## config.mk

```make
export PLATFORM = sky130hd
export DESIGN_NAME = relax_osc_freq_counter
export DESIGN_NICKNAME = d
export VERILOG_FILES = /design/src/rtl/relax_osc_freq_counter_pkg.sv /design/src/rtl/osc_edge_sync.sv /design/src/rtl/relax_osc_freq_counter.sv
export SDC_FILE = /design/constraint.sdc
export NUM_CORES = 1
export LEC_CHECK = 0
export CORE_MARGIN = 2
export CORE_UTILIZATION = 51
export DETAILED_ROUTE_END_ITERATION = 7
export PLACE_DENSITY = 0.81
export SYNTH_ARGS = -nofsm -noshare
export SYNTH_HDL_FRONTEND = slang
export SYNTH_SLANG_ARGS = --single-unit
```

## constraint.sdc

```tcl
create_clock -name clk -period 2.6 [get_ports clk]
set_clock_uncertainty 0.1 [all_clocks]
set_input_delay 0.52 -clock clk [delete_from_list [all_inputs] [get_ports clk]]
set_output_delay 0.52 -clock clk [all_outputs]
set_load 0.1 [all_outputs]
```

## src/rtl/relax_osc_freq_counter_pkg.sv

```systemverilog
// Shared types and helpers for the relaxation-oscillator frequency counter.
// Gate windows are powers of two so the measured frequency is a plain shift of the result.
package relax_osc_freq_counter_pkg;

  typedef enum logic [0:0] {
    IDLE  = 1'b0,
    COUNT = 1'b1
  } state_e;

  localparam int GATE_SEL_W = 3;
  localparam int BYTE_SEL_W = 2;

  function automatic logic [31:0] gate_len(input logic [GATE_SEL_W-1:0] sel, input int min_log2);
    gate_len = 32'd1 << (min_log2 + int'(sel));
  endfunction

endpackage

```

## src/rtl/osc_edge_sync.sv

```systemverilog
// Brings the asynchronous oscillator into the clk domain and flags each rising edge
// as a single-cycle pulse, SYNC_STAGES+1 cycles after the edge.
module osc_edge_sync
  import relax_osc_freq_counter_pkg::*;
#(
  parameter int SYNC_STAGES = 2
) (
  input  logic clk,
  input  logic rst_n,
  input  logic osc_in,
  output logic edge_det
);

  logic [SYNC_STAGES-1:0] sync_q, sync_d;
  logic                   prev_q, prev_d;

  always_comb begin
    sync_d = {sync_q[SYNC_STAGES-2:0], osc_in};
    prev_d = sync_q[SYNC_STAGES-1];
  end

  always_ff @(posedge clk or negedge rst_n) begin
    if (!rst_n) begin
      sync_q <= '0;
      prev_q <= 1'b0;
    end else begin
      sync_q <= sync_d;
      prev_q <= prev_d;
    end
  end

  assign edge_det = sync_q[SYNC_STAGES-1] & ~prev_q;

endmodule

```

## src/rtl/relax_osc_freq_counter.sv

```systemverilog
// Counts oscillator rising edges over a 2^(GATE_MIN_LOG2+gate_sel) cycle gate window
// and holds the last count for byte-wise readout: f_osc = result * f_clk / gate_len.
module relax_osc_freq_counter
  import relax_osc_freq_counter_pkg::*;
#(
  parameter int CNT_W         = 24,
  parameter int GATE_MIN_LOG2 = 8,
  parameter int SYNC_STAGES   = 2
) (
  input  logic                  clk,
  input  logic                  rst_n,
  input  logic                  ena,
  input  logic                  osc_in,
  input  logic                  start,
  input  logic                  continuous,
  input  logic [GATE_SEL_W-1:0] gate_sel,
  input  logic [BYTE_SEL_W-1:0] byte_sel,
  output logic [CNT_W-1:0]      result,
  output logic [7:0]            data_out,
  output logic                  busy,
  output logic                  done,
  output logic                  valid,
  output logic                  overflow
);

  localparam int TMR_W = GATE_MIN_LOG2 + (1 << GATE_SEL_W) - 1;
  localparam int NBYTES = CNT_W / 8;
  localparam logic [CNT_W-1:0] CNT_MAX = '1;

  state_e             state_q, state_d;
  logic [TMR_W-1:0]   timer_q, timer_d;
  logic [CNT_W-1:0]   cnt_q, cnt_d;
  logic               sat_q, sat_d;
  logic [CNT_W-1:0]   result_q, result_d;
  logic               ovf_q, ovf_d;
  logic               done_q, done_d;
  logic               valid_q, valid_d;

  logic               edge_det;
  logic [TMR_W-1:0]   gate_load;
  logic [CNT_W-1:0]   cnt_next;
  logic               sat_next;

  osc_edge_sync #(
    .SYNC_STAGES(SYNC_STAGES)
  ) u_sync (
    .clk     (clk),
    .rst_n   (rst_n),
    .osc_in  (osc_in),
    .edge_det(edge_det)
  );

  // The final window cycle's edge is folded into the latched result via cnt_next.
  always_comb begin
    state_d   = state_q;
    timer_d   = timer_q;
    cnt_d     = cnt_q;
    sat_d     = sat_q;
    result_d  = result_q;
    ovf_d     = ovf_q;
    valid_d   = valid_q;
    done_d    = 1'b0;
    gate_load = TMR_W'(gate_len(gate_sel, GATE_MIN_LOG2) - 32'd1);
    cnt_next  = cnt_q;
    sat_next  = sat_q;

    if (edge_det) begin
      if (cnt_q == CNT_MAX) begin
        sat_next = 1'b1;
      end else begin
        cnt_next = cnt_q + CNT_W'(1);
      end
    end

    if (!ena) begin
      state_d = IDLE;
      timer_d = '0;
      cnt_d   = '0;
      sat_d   = 1'b0;
    end else begin
      case (state_q)
        IDLE: begin
          if (start) begin
            state_d = COUNT;
            timer_d = gate_load;
            cnt_d   = '0;
            sat_d   = 1'b0;
          end
        end
        COUNT: begin
          if (timer_q == '0) begin
            result_d = cnt_next;
            ovf_d    = sat_next;
            done_d   = 1'b1;
            valid_d  = 1'b1;
            cnt_d    = '0;
            sat_d    = 1'b0;
            if (continuous) begin
              timer_d = gate_load;
            end else begin
              state_d = IDLE;
              timer_d = '0;
            end
          end else begin
            timer_d = timer_q - TMR_W'(1);
            cnt_d   = cnt_next;
            sat_d   = sat_next;
          end
        end
        default: state_d = IDLE;
      endcase
    end
  end

  always_ff @(posedge clk or negedge rst_n) begin
    if (!rst_n) begin
      state_q  <= IDLE;
      timer_q  <= '0;
      cnt_q    <= '0;
      sat_q    <= 1'b0;
      result_q <= '0;
      ovf_q    <= 1'b0;
      done_q   <= 1'b0;
      valid_q  <= 1'b0;
    end else begin
      state_q  <= state_d;
      timer_q  <= timer_d;
      cnt_q    <= cnt_d;
      sat_q    <= sat_d;
      result_q <= result_d;
      ovf_q    <= ovf_d;
      done_q   <= done_d;
      valid_q  <= valid_d;
    end
  end

  // Bytes beyond the result width read as zero.
  always_comb begin
    data_out = 8'h00;
    for (int i = 0; i < NBYTES; i++) begin
      if (byte_sel == BYTE_SEL_W'(i)) begin
        data_out = result_q[8*i +: 8];
      end
    end
  end

  assign result   = result_q;
  assign busy     = (state_q == COUNT);
  assign done     = done_q;
  assign valid    = valid_q;
  assign overflow = ovf_q;

endmodule

```

* After elaboration in Yosys (flattened, before gate mapping)
Cells that the tools add are included.
** Word-level totals
- Register bits :: 71
- Input port bits :: 11
- Output and inout port bits :: 36
- Word-level logic and storage cells :: 53
** Cells by class
- Add/subtract/negate cells :: 4
- Equality and inequality tests :: 4
- Shifts and indexed selects :: 1
- Multiplexer cells :: 28
- Bitwise operators :: 3
- Reduce and logical (&&, ||, !) cells :: 3
** Operators by type and width (number)
- $mux 24 :: 5
- $mux 15 :: 4
- $pmux 24 s2 :: 1
- $pmux 15 s2 :: 1
- $sub 15x1->15 const B :: 2
- $add 24x1->24 const B :: 1
- $eq 24x24->1 const B :: 1
- $mux 8 :: 3
- $logic_not 15->1 :: 1
- $shl 1x5->15 const A :: 1
- $mux 1 :: 12
- $add 4x3->5 const A :: 1
- $pmux 1 s2 :: 2
- $ne 3x3->1 const B :: 1
- $reduce_and 3->1 :: 1
- $eq 2x1->1 const B :: 1
- $eq 2x2->1 const B :: 1
- $logic_not 2->1 :: 1
- $not 1->1 :: 2
- $and 1x1->1 :: 1

* Depth between registers and ports, before layout
- Depth after elaboration :: 7
- Mapped depth :: 10
- Depth with buffers taken out :: 7

* By module
From an unflattened synthesis, not the netlist that was laid out.
** Second synthesis, totals
- Cells, all modules :: 462
- Area total of the unflattened synthesis :: 4117.7 um^2
** Modules (own cells, without submodules)
- relax_osc_freq_counter :: times used 1, cells an instance 458, area each 4028.9 um^2, seq. area each 1701.6 um^2
- osc_edge_sync :: times used 1, cells an instance 4, area each 88.8 um^2, seq. area each 75.1 um^2

* Worst setup path before layout
OpenSTA, ideal clock, no wires.
- Path type :: register to output
- Start :: register result_q[8] (netlist: result[8])
- End :: output port data_out[0]
- Data arrival time :: 3213 ps
- Required time :: 1980 ps
- Setup slack :: -1233 ps
- Stages on the path, launching flop included :: 3
- Path buffers :: 0
- Cells stage by stage :: dfrtp_1 mux2i_1 o21ai_0
** Between the ends
- Word-level cells in the longest chain between the ends :: 2
** RTL lines
- start: declaration :: RTL line relax_osc_freq_counter.sv:34 : logic [CNT_W-1:0] result_q, result_d;
- start signal: assignment :: RTL line relax_osc_freq_counter.sv:130 : result_q <= result_d;
- $mux 8 (2 in series) :: RTL line relax_osc_freq_counter.sv:141 : if (byte_sel == BYTE_SEL_W'(i)) begin
- end: declaration :: RTL line relax_osc_freq_counter.sv:19 : output logic [7:0] data_out,
No other way between the ends.

* Final worst setup path
- Start :: register timer_q[0]
- End :: register cnt_q[6]
** Between the ends
- Word-level cells in the longest chain between the ends :: 4
** RTL lines
- start: declaration :: RTL line relax_osc_freq_counter.sv:31 : logic [TMR_W-1:0] timer_q, timer_d;
- start signal: assignment :: RTL line relax_osc_freq_counter.sv:127 : timer_q <= timer_d;
- $logic_not 15->1 :: RTL line relax_osc_freq_counter.sv:91 : if (timer_q == '0) begin
- $mux 24 :: RTL line relax_osc_freq_counter.sv:91
- $pmux 24 s2 :: RTL line relax_osc_freq_counter.sv:81 : case (state_q)
- $mux 24 :: RTL line relax_osc_freq_counter.sv:75 : if (!ena) begin
- end signal: assignment :: RTL line relax_osc_freq_counter.sv:128 : cnt_q <= cnt_d;
- end: declaration :: RTL line relax_osc_freq_counter.sv:32 : logic [CNT_W-1:0] cnt_q, cnt_d;
No other way between the ends.
A chain may end at the register's enable or synchronous reset.

==> impl_metrics.ini <==
[pwr]
power.density_nw_per_um2 = 468.6
ir_drop_uv = 284.5
p_leak_nw = 2.208
finalPower_mw = 2.465

[placed_design]
post-place-ws_ps = -5.663
io_buffers = 46
gp_congestion = 0.9318
hpwl_mm = 7.726
dp.cells = 622

[hold_path]
hp-class = primary input to asynchronous set/reset pin

[setup_path]
cp.arrival_ps = 2650
r2r_slack_ps = 90
critPathSlowestCell = or4_4
worst-path-max-fanout = 20
slowest_delay_ps = 570
critical_path_buf_inv_count = 2
crit_chain = inv_1 -> ha_2 -> or3b_4 -> or4_4 -> nand3_2 -> buf_12 -> o21ai_0 -> a21bo_2
critPathLaunchType = register
crit_family = simple AND/OR/NAND/NOR gates
end_kind = register
r2r_start = timer_q[0]
worstSetupStartpoint = timer_q[0]
crit_type = register to register
required_ps = 2730

[grt]
grt_pass1_wl_mm = 18.27
grt_overflow = 0
grt_pass1_vias = 3689
grt_usage_pct = 26.04
grt_max_degree = 72
antenna_found_initial = 0

[floorplan]
fp.dieH_um = 94.93
ios = 47
die_x_um = 94.93
initial_utilization_pct = 51.84
core_area_um2 = 8134
dieArea_um2 = 9011
core.rowCount = 33

[drt]
first_iter_violations = 376
post-route-drc-count = 0
vias = 3937
first_pass_iters = 5
drt.antenna.violating_nets = 0
routed_wl_mm = 10.92
routed_via_density = 6.113
wire_per_inst_um = 16.95

[cts]
cts_buffers = 9
clock_sinks = 71
clock_path_buffers = 2
htreeDepth = 3
cts-root-buf = clkbuf_8
insertion_delay_ps = 360
ctsHoldBuffers = 0
clkTransAtPathRegs_ps = 90
cts_tree = done

[cells_and_area]
multi_input_area_um2 = 2288
final_cell_count_no_fill = 644
diodes = 0
seq_area_um2 = 1777
post-route-util_pct = 64.67
area_growth_pct = 24.75
nFillCells = 641
drive_above_1_share_pct = 24.68
final_nets = 548

[synthesis]
synth_edf_count = 0
synth.top_cell.area_share_pct = 42.14
ys.flop_type = dfrtp_1
ys_warn_count = 0
synth_nets = 482
ys_ff_latch = 71
yosysUniqueCellTypes = 65
synth.area.top_cells = dfrtp_1 42%, nand2_1 4.7%, o21ai_0 4.2%
yosys.area.top_type = dfrtp_1
ys_seq_area_share_pct = 42.14
synthesis.area_um2 = 4217
syn_area_per_cell_um2 = 9.010
ys_async_sr_fraction_pct = 100.0
syn_inst = 468

[job]
drv_cap = 0

[sta]
max_freq_mhz = 398.2
setup_ws_ps = 88.91
relSlewSlack_pct = 46.09
hold_ws_ps = 67.28
rsz0062_at_grt = true
timing.final.crit_share_pct = 96.58
slew_violations = 0
finalCriticalPeriod_ps = 2511
finalSetupViolations = 0
hold_viol = 0
worst_pin_slew_ps = 801.2

[status]
status = complete, no violations
[path summary, 6_finish.rpt]
kind / end / cells after the start
min in group clk: u_sync.sync_q[1] / 0
worst max register to register: cnt_q[6] / 8
worst max-delay path: cnt_q[6] / 8
worst min register to register: u_sync.sync_q[1] / 0
worst min-delay path: result[1] / 2
max in group asynchronous: timer_q[13] / 2
[where the power goes]
part	total [mW]	switching, mW	leakage, nW	internal [mW]
Clock	0.924	0.452	0.0947	0.472
Combinational	0.371	0.229	1.15	0.142
Sequential	1.17	0.0338	0.967	1.14
Total	2.46	0.715	2.21	1.75
[cell usage in the layout (no fill, tap or decap), types with 10 or more instances in the layout]
master / synthesis / final
o21ai_2: 11 / 19
nor3_1: 17 / 16
o21ai_0: 35 / 26
nor2_1: 19 / 19
clkbuf_8: 0 / 10
dfrtp_1: 71 / 71
inv_1: 13 / 13
buf_4: 1 / 64
a21oi_1: 25 / 25
xnor2_1: 20 / 20
buf_12: 0 / 11
nand3_1: 12 / 12
nand2_1: 53 / 53
mux2i_1: 15 / 15
nor4_1: 12 / 12
[state kept, by name, summed over array words and instances (netlist names)]
signal,flops
cnt_q,24
u_sync.sync_q,2
timer_q,15
u_sync.prev_q,1
valid,1
sat_q,1
busy,1
overflow,1
done,1
result,24
[cell type report]
| class | instances | area share (%) |
|---|---|---|
| tap | 105 | 2.498 |
| inverter | 13 | 0.9277 |
| sequential | 71 | 33.78 |
| timing repair buffer | 86 | 15.34 |
| clock buffer | 10 | 2.617 |
| clock inverter | 6 | 1.332 |
| multi-input combinational | 353 | 43.51 |
[cells by family (layout without fill, tap and decap cells)]
group           count (synthesis)  count (layout)  synth area share [%]
compound gates                133             133                 20.80
xor+xnor                       21              21                 4.362
fa+ha+maj                       3               3                0.8903
buf+inv                        45             115                 4.955
flops                          71              71                 42.14
mux                            15              15                 3.561
simple gates                  180             181                 23.29
[stage by stage]
stage               area, um^2  setup TNS, ps
global route              5260         -13.22
floorplan                 4253         -6.061
global placement          4986              0
detailed placement        4986         -5.663
finish                    5260              0
CTS                       5245              0
[routing by layer]
metal	GRT usage, %	share of wire [%]	routed length (um)
met1	33.13	40	4409
met2	43.44	50	5435
met3	5.826	7.2	781
met4	9.541	2.6	289
met5	0	0	0
[cell usage after synthesis, drive strengths merged, types with 2 or more instances]
master and number:
a211oi 4, a21bo 3, a21boi 5, a21o 4
a21oi 25, a31oi 8, and2 6, and3 7
and4 4, buf 10, clkbuf 22, dfrtp 71
ha 3, inv 13, mux2i 15, nand2 53
nand2b 2, nand3 13, nand3b 5, nand4 9
nor2 19, nor2b 4, nor3 17, nor3b 5
nor4 13, o211ai 8, o21a 4, o21ai 54
o221a 2, o22ai 3, o31ai 2, or3 11
or4 9, xnor2 20
[worst reg2reg max path: cells and delay by family, from the launching register on]
kind	cells	cell delay, ps
buf+inv	2	250
flops	1	390
fa+ha+maj	1	180
simple gates	3	1160
compound gates	2	320
[timing repair]
item                       CTS  global route
pin swaps                    1             3
cloned                       1             0
gates resized for setup      2             4
setup endpoints to repair    8            23
setup buffers                5             0
Note: power is estimated with default switching activity, not from simulation.
